File: src/rtl/fmps_test_pkg.sv
// fmps_test_pkg: shared types, word-field positions and word builders for the FMPS
// test-packet generator.
// Optional build macro FMPS_TEST_CHECKSUM_EN adds the StCheck state (XOR checksum word).
package fmps_test_pkg;

  typedef enum logic [2:0] {
    StIdle,
    StHeader,
    StData,
    StNext
`ifdef FMPS_TEST_CHECKSUM_EN
    , StCheck
`endif
  } fmpsStateT;

  localparam logic [15:0] DEFAULT_MAGIC = 16'hB6CF;

  // Header word: {MAGIC, 1'b0, index, seq[9:0]}
  localparam int unsigned MAGIC_START_BIT   = 16;
  localparam int unsigned INDEX_START_BIT   = 10;
  localparam int unsigned INDEX_FIELD_WIDTH = 5;
  localparam int unsigned SEQ_START_BIT     = 0;
  localparam int unsigned SEQ_FIELD_WIDTH   = 10;

  // Data word: {seq[15:0], 3'b0, channel, k}
  localparam int unsigned DATA_SEQ_START_BIT  = 16;
  localparam int unsigned DATA_CHAN_START_BIT = 8;
  localparam int unsigned CHAN_FIELD_WIDTH    = 5;
  localparam int unsigned DATA_K_START_BIT    = 0;
  localparam int unsigned DATA_K_FIELD_WIDTH  = 8;

  function automatic logic [31:0] headerWord(input logic [15:0]                  magic,
                                             input logic [INDEX_FIELD_WIDTH-1:0] index,
                                             input logic [SEQ_FIELD_WIDTH-1:0]   seq);
    logic [31:0] w;
    w = '0;
    w[MAGIC_START_BIT +: 16]               = magic;
    w[INDEX_START_BIT +: INDEX_FIELD_WIDTH] = index;
    w[SEQ_START_BIT +: SEQ_FIELD_WIDTH]     = seq;
    return w;
  endfunction

  function automatic logic [31:0] dataWord(input logic [15:0]                   seq,
                                           input logic [CHAN_FIELD_WIDTH-1:0]   chan,
                                           input logic [DATA_K_FIELD_WIDTH-1:0] k);
    logic [31:0] w;
    w = '0;
    w[DATA_SEQ_START_BIT +: 16]               = seq;
    w[DATA_CHAN_START_BIT +: CHAN_FIELD_WIDTH] = chan;
    w[DATA_K_START_BIT +: DATA_K_FIELD_WIDTH]  = k;
    return w;
  endfunction

endpackage

File: src/rtl/fmps_next_channel.sv
// fmps_next_channel: combinational search for the lowest set mask bit strictly above
// 'position', or the lowest set bit overall when 'fromStart' is high.
// Ports:
//   mask        - channel mask to search
//   position    - current channel (ignored when fromStart)
//   fromStart   - search from bit 0 inclusive
//   nextChannel - selected channel number (0 when noneLeft)
//   noneLeft    - no qualifying bit found
module fmps_next_channel
  import fmps_test_pkg::*;
#(
  parameter int unsigned NUM_CHANNELS = 4
) (
  input  logic [NUM_CHANNELS-1:0]     mask,
  input  logic [CHAN_FIELD_WIDTH-1:0] position,
  input  logic                        fromStart,
  output logic [CHAN_FIELD_WIDTH-1:0] nextChannel,
  output logic                        noneLeft
);

  // Scan downwards so the lowest qualifying bit is the last one written.
  always_comb begin
    nextChannel = '0;
    noneLeft    = 1'b1;
    for (int c = NUM_CHANNELS - 1; c >= 0; c--) begin
      if (mask[c] && (fromStart || (c > int'(position)))) begin
        nextChannel = CHAN_FIELD_WIDTH'(c);
        noneLeft    = 1'b0;
      end
    end
  end

endmodule

File: src/rtl/fmps_test_stream_gen.sv
// fmps_test_stream_gen: on each FA strobe emits one AXI-Stream packet per enabled channel
// (header word + NUM_DATA_WORDS data words) in the Aurora user-clock domain.
// Optional build macro FMPS_TEST_CHECKSUM_EN appends an XOR checksum word to each packet.
// Ports:
//   auroraUserClk/auroraUserReset - clock, synchronous active-high reset
//   auroraFAstrobe                - single-cycle burst start
//   auroraChannelUp, enable       - start qualifiers; link loss ends the burst after tlast
//   channelMask, firstIndex       - latched at burst start
//   tdata/tvalid/tlast/tready     - AXI-Stream master
//   busy                          - burst in progress
//   overrunCount                  - strobes dropped while busy (saturating)
//   packetCount                   - completed packets (wrapping)
module fmps_test_stream_gen
  import fmps_test_pkg::*;
#(
  parameter int unsigned NUM_CHANNELS   = 4,
  parameter int unsigned NUM_DATA_WORDS = 1,
  parameter logic [15:0] MAGIC          = DEFAULT_MAGIC,
  parameter int unsigned INDEX_WIDTH    = 5,
  parameter int unsigned COUNT_WIDTH    = 16
) (
  input  logic                    auroraUserClk,
  input  logic                    auroraUserReset,
  input  logic                    auroraFAstrobe,
  input  logic                    auroraChannelUp,
  input  logic                    enable,
  input  logic [NUM_CHANNELS-1:0] channelMask,
  input  logic [INDEX_WIDTH-1:0]  firstIndex,
  output logic [31:0]             tdata,
  output logic                    tvalid,
  output logic                    tlast,
  input  logic                    tready,
  output logic                    busy,
  output logic [COUNT_WIDTH-1:0]  overrunCount,
  output logic [COUNT_WIDTH-1:0]  packetCount
);

  localparam logic [7:0] LAST_K = 8'(NUM_DATA_WORDS - 1);

  fmpsStateT                   state;
  logic [NUM_CHANNELS-1:0]     maskQ;
  logic [INDEX_WIDTH-1:0]      firstIndexQ;
  logic [CHAN_FIELD_WIDTH-1:0] curChan;
  logic [15:0]                 seq;
  logic [7:0]                  wordIdx;
  logic                        linkLost;
`ifdef FMPS_TEST_CHECKSUM_EN
  logic [31:0]                 acc;
`endif

  logic                        startBurst;
  logic                        continueBurst;
  logic [NUM_CHANNELS-1:0]     searchMask;
  logic [CHAN_FIELD_WIDTH-1:0] nextChan;
  logic                        noneLeft;
  logic [INDEX_WIDTH-1:0]      hdrIndex;
  logic [15:0]                 hdrSeq;
  logic [31:0]                 hdrWord;
  logic [7:0]                  dataK;
  logic [31:0]                 dataW;
`ifndef FMPS_TEST_CHECKSUM_EN
  logic                        isLastData;
`endif

  assign busy       = (state != StIdle);
  assign startBurst = auroraFAstrobe && enable && auroraChannelUp && (|channelMask);

  // In idle the search runs on the live mask (burst start), otherwise on the latched one.
  assign searchMask = (state == StIdle) ? channelMask : maskQ;

  fmps_next_channel #(
    .NUM_CHANNELS(NUM_CHANNELS)
  ) u_next_channel (
    .mask       (searchMask),
    .position   (curChan),
    .fromStart  (state == StIdle),
    .nextChannel(nextChan),
    .noneLeft   (noneLeft)
  );

  assign continueBurst = !noneLeft && !linkLost && auroraChannelUp;

  assign hdrIndex = ((state == StIdle) ? firstIndex : firstIndexQ) + INDEX_WIDTH'(nextChan);
  assign hdrSeq   = (state == StIdle) ? seq + 16'd1 : seq;
  assign hdrWord  = headerWord(MAGIC, INDEX_FIELD_WIDTH'(hdrIndex),
                               hdrSeq[SEQ_FIELD_WIDTH-1:0]);

  assign dataK = (state == StHeader) ? 8'd0 : wordIdx + 8'd1;
  assign dataW = dataWord(seq, curChan, dataK);
`ifndef FMPS_TEST_CHECKSUM_EN
  assign isLastData = (dataK == LAST_K);
`endif

  always_ff @(posedge auroraUserClk) begin
    if (auroraUserReset) begin
      state        <= StIdle;
      tdata        <= '0;
      tvalid       <= 1'b0;
      tlast        <= 1'b0;
      overrunCount <= '0;
      packetCount  <= '0;
      seq          <= '0;
      maskQ        <= '0;
      firstIndexQ  <= '0;
      curChan      <= '0;
      wordIdx      <= '0;
      linkLost     <= 1'b0;
`ifdef FMPS_TEST_CHECKSUM_EN
      acc          <= '0;
`endif
    end else begin
      if (auroraFAstrobe && busy && (overrunCount != '1)) begin
        overrunCount <= overrunCount + COUNT_WIDTH'(1);
      end
      // Sticky so a brief link drop anywhere in a packet still ends the burst.
      if (busy && !auroraChannelUp) begin
        linkLost <= 1'b1;
      end

      unique case (state)
        StIdle: begin
          if (startBurst) begin
            maskQ       <= channelMask;
            firstIndexQ <= firstIndex;
            seq         <= hdrSeq;
            curChan     <= nextChan;
            linkLost    <= 1'b0;
            tdata       <= hdrWord;
            tvalid      <= 1'b1;
            tlast       <= 1'b0;
            state       <= StHeader;
`ifdef FMPS_TEST_CHECKSUM_EN
            acc         <= hdrWord;
`endif
          end
        end

        StHeader, StData: begin
          if (tready) begin
`ifdef FMPS_TEST_CHECKSUM_EN
            if ((state == StData) && (wordIdx == LAST_K)) begin
              tdata <= acc;
              tlast <= 1'b1;
              state <= StCheck;
            end else begin
              wordIdx <= dataK;
              tdata   <= dataW;
              acc     <= acc ^ dataW;
              state   <= StData;
            end
`else
            wordIdx <= dataK;
            tdata   <= dataW;
            tlast   <= isLastData;
            state   <= isLastData ? StNext : StData;
`endif
          end
        end

        // Final beat of a packet is on the bus; its handshake picks the next channel.
`ifdef FMPS_TEST_CHECKSUM_EN
        StCheck,
`endif
        StNext: begin
          if (tready) begin
            packetCount <= packetCount + COUNT_WIDTH'(1);
            if (continueBurst) begin
              curChan <= nextChan;
              tdata   <= hdrWord;
              tlast   <= 1'b0;
              state   <= StHeader;
`ifdef FMPS_TEST_CHECKSUM_EN
              acc     <= hdrWord;
`endif
            end else begin
              tdata  <= '0;
              tvalid <= 1'b0;
              tlast  <= 1'b0;
              state  <= StIdle;
            end
          end
        end

        default: state <= StIdle;
      endcase
    end
  end

endmodule
File: config.mk
export PLATFORM = sky130hd
export DESIGN_NAME = fmps_test_stream_gen
export DESIGN_NICKNAME = d
export VERILOG_FILES = /design/src/rtl/fmps_test_pkg.sv /design/src/rtl/fmps_next_channel.sv /design/src/rtl/fmps_test_stream_gen.sv
export SDC_FILE = /design/constraint.sdc
export NUM_CORES = 1
export LEC_CHECK = 0
export CORE_ASPECT_RATIO = 0.9
export CORE_MARGIN = 8
export CORE_UTILIZATION = 45
export DETAILED_ROUTE_END_ITERATION = 10
export PLACE_DENSITY = 0.69
export SLEW_MARGIN = 10
export SYNTH_ARGS = -nofsm -noshare
export SYNTH_HDL_FRONTEND = slang
export SYNTH_HIERARCHICAL = 1
export SYNTH_SLANG_ARGS = --single-unit
File: constraint.sdc
create_clock -name auroraUserClk -period 9.1 [get_ports auroraUserClk]
set_input_delay 1.82 -clock auroraUserClk [delete_from_list [all_inputs] [get_ports auroraUserClk]]
set_output_delay 1.82 -clock auroraUserClk [all_outputs]
set_load 0.02 [all_outputs]
==> impl_metrics.py <==
metrics = {
    "outcome": {
        "run_status": "finished, final reports clean",
    },
    "setup_path": {
        "cp_data_arrival_time_ns": 4.37,
        "crit_buf_inv": 1,
        "worst_path_max_delay_cell": "sky130_fd_sc_hd__or2_0",
        "crit_path_end_kind": "flop",
        "critical_path.max_fanout": 16,
        "critPathTopFamily": "simple AND/OR/NAND/NOR gates",
        "critical_path_required_ns": 9.30,
        "criticalPathCategory": "in2reg",
        "critical_path.startpoint_type": "input port",
        "crit_chain": "clkdlybuf4s50_1, mux2_2, a21oi_1, o21ai_1, a21oi_1, and4bb_1, or2_0, a221oi_1, nor3_1",
        "critical-path-max-stage-delay_ns": 0.55,
        "cp_common_cell": "sky130_fd_sc_hd__a21oi_1",
    },
    "sta": {
        "worst-slew-pin-transition_ns": 1.07,
        "worst_clock_skew_ns": 0.00733,
        "finalSetupTns_ns": 0,
        "grt_setup_unrepaired": "false",
        "max_freq_mhz": 240,
        "hold_violations": 0,
        "maxSlewViolCount": 0,
        "slew-limit-headroom": 0.283,
        "final.min_clock_period_ns": 4.17,
        "setup_viol_count_final": 0,
        "final.period_utilization": 0.458,
    },
    "cells_and_area": {
        "n_fill_cell": 1076,
        "synthToLayoutAreaGrowth_pct": 21.0,
        "proportion_of_layout_cells_with_a_drive_suffix_above_1": 0.0622,
        "layout.area.seq_um2": 2120,
        "layout.nets": 713,
        "antennaDiodeCount": 0,
        "multi_input_comb_area_um2": 2870,
        "finish.cell_count_without_fillers": 847,
        "finalCoreUtilization": 0.558,
    },
    "synthesis": {
        "synth_seq_area_share": 0.404,
        "mappedNetlistArea_um2": 5250,
        "synth_async_sr_flop_share": 0,
        "yosysWarnings": 6,
        "yosys_most_used_dff": "sky130_fd_sc_hd__dfxtp_1",
        "edff_count_synth": 0,
        "cells_after_synth": 634,
        "synth_seq_cells": 106,
        "synthesis.area_per_instance_um2": 8.28,
        "synth.distinct_cells": 57,
    },
    "power": {
        "vdd_ir_drop_max_v": 0.000136,
        "p_per_area_nw_per_um2": 259,
        "p_leak_nw": 2.19,
    },
    "floorplan": {
        "die_w_um": 130,
        "boundaryPins": 82,
        "die_h_um": 118,
        "total_die_area_um2": 15400,
        "initial_utilization": 0.461,
        "fp-row-count": 37,
        "placeableCoreArea_um2": 11400,
    },
    "global_route": {
        "grt_max_degree": 71,
        "grt_pass1_wl_um": 21600,
        "grt_remaining_overflow": 0,
        "grt_usage": 0.171,
        "grt_antenna_before_repair": 0,
        "first_global_vias": 4352,
    },
    "drt": {
        "dr_total_vias": 4526,
        "vias_per_cell": 5.34,
        "wl_per_cell_um": 15.2,
        "dr.first_iter.drc_count": 308,
        "ant_nets": 0,
        "route.final.wire_length_um": 12900,
        "post-route-drc-count": 0,
        "detail_route.first_pass.iterations": 4,
    },
    "placed_design": {
        "place_hpwl_um": 9390,
        "place_inst": 831,
        "port_buffers": 80,
        "place_congestion": 0.872,
    },
    "clock_network": {
        "path_clk_slew_ns": 0.07,
        "cts_made_buffers": 9,
        "cts-root-to-sink-buffers": 2,
        "cts_hold_repair.buffers": 0,
        "post_cts_resized": 0,
        "post-cts-setup-buffers": 0,
        "clock_latency_ns": 0.34,
        "cts_sinks": 106,
        "clockRootBuffer": "sky130_fd_sc_hd__clkbuf_16",
        "cts_tree": "built",
        "clock_tree.htree_level_count": 3,
    },
    "run": {
        "drv.max_cap_violation_count": 0,
    },
    "worst_hold_path": {
        "classification_of_the_worst_slack_hold_path": "reg2reg",
    },
}
-- kinds of logic after synthesis --
family | after synthesis | share of synthesized area
AND/OR/NAND/NOR | 279 | 0.265
other | 2 | 0.00143
adder cells (fa/ha/maj) | 12 | 0.0300
multiplexers | 18 | 0.0367
XOR/XNOR | 52 | 0.0867
flip-flops | 106 | 0.404
buffers and inverters | 61 | 0.0515
AO/OA/AOI/OAI | 104 | 0.125
-- report_power, final --
group	total (mW)	internal [mW]	switching, mW
clock	0.369	0.200	0.169
sequential	0.587	0.537	0.0501
combinational	0.689	0.280	0.410
total	1.65	1.02	0.629
-- tightest hold or removal path, cell delays in order, from the launching register on --
cell	delay (ns)
sky130_fd_sc_hd__dfxtp_1	0.31
sky130_fd_sc_hd__nand2_1	0.05
sky130_fd_sc_hd__a21oi_1	0.05
-- registers in the layout, indices dropped and copies added, names as in the netlist --
name          cells
maskQ             4
linkLost          1
seq              16
firstIndexQ       5
tdata            31
tvalid            1
state             2
packetCount      16
wordIdx           8
overrunCount     16
curChan           5
tlast             1
-- cell usage in the layout, fill, tap and decap left out, drive strengths merged, types with 9 or more instances in the layout --
cell type / instances
clkdlybuf4s50: 79
nand4: 11
ha: 11
nor2: 91
a221oi: 9
mux2: 10
inv: 15
or3: 10
nor3: 28
a311oi: 9
nand3: 27
a21oi: 46
o21ai: 18
xnor2: 31
clkbuf: 12
dfxtp: 106
nand2: 64
xor2: 21
-- routing by layer --
metal  vias to the layer above  routed length [µm]  GRT usage
met1                      2078                6250      0.233
met3                        16                1020     0.0521
met4                         0                 167     0.0493
met2                       140                5440      0.253
met5                         -                   0          0
li1                       2292                   -          -
-- worst paths after layout --
check | from | end | slack [ns] | depth (start not counted)
setup reg to reg | state[0]$_SDFFE_PP0P_ | tdata[9]$_SDFFE_PP0P_ | 5.88 | 11
hold / removal | firstIndexQ[0]$_SDFFE_PP0P_ | firstIndexQ[0]$_SDFFE_PP0P_ | 0.46 | 2
setup / recovery | channelMask[1] | tdata[9]$_SDFFE_PP0P_ | 4.93 | 9
hold reg to reg | firstIndexQ[0]$_SDFFE_PP0P_ | firstIndexQ[0]$_SDFFE_PP0P_ | 0.46 | 2
-- cell type report --
class | count | area share
sequential | 106 | 0.334
clock inverter | 4 | 0.00413
tap | 156 | 0.0307
inverter | 15 | 0.00886
clock buffer | 12 | 0.0403
multi-input combinational | 469 | 0.451
timing repair buffer | 85 | 0.131
-- Yosys cell counts, types with 9 or more instances --
master                     count  area share
sky130_fd_sc_hd__nand4_1      11       0.013
sky130_fd_sc_hd__ha_1         11       0.026
sky130_fd_sc_hd__nor2_1       90       0.064
sky130_fd_sc_hd__dfxtp_1     106        0.40
sky130_fd_sc_hd__xnor2_1      31       0.052
sky130_fd_sc_hd__a221oi_1      9       0.015
sky130_fd_sc_hd__buf_2        15       0.014
sky130_fd_sc_hd__mux2_2       10       0.021
sky130_fd_sc_hd__nor3_1       27       0.026
sky130_fd_sc_hd__inv_1        15       0.011
sky130_fd_sc_hd__or3_1        10       0.012
sky130_fd_sc_hd__nand3_1      26       0.025
sky130_fd_sc_hd__xor2_1       21       0.035
sky130_fd_sc_hd__o21ai_0      13       0.012
sky130_fd_sc_hd__nand2_1      64       0.046
sky130_fd_sc_hd__clkbuf_1     24       0.017
sky130_fd_sc_hd__a311oi_1      9       0.015
sky130_fd_sc_hd__a21oi_1      46       0.044
-- metrics by stage --
stage / power (mW) / instance area (µm²) / hold slack, ns / worst slack, ns
after global placement: 1.27 / 6070 / 0.440 / 4.72
after CTS: 1.65 / 6360 / 0.457 / 5.04
final: 1.65 / 6360 / 0.459 / 4.93
after global routing: 1.75 / 6360 / 0.474 / 4.76
after floorplan: 1.06 / 5260 / 0.434 / 5.38
after detailed placement: 1.28 / 6070 / 0.448 / 4.66
(Power assumes the default switching activity.)
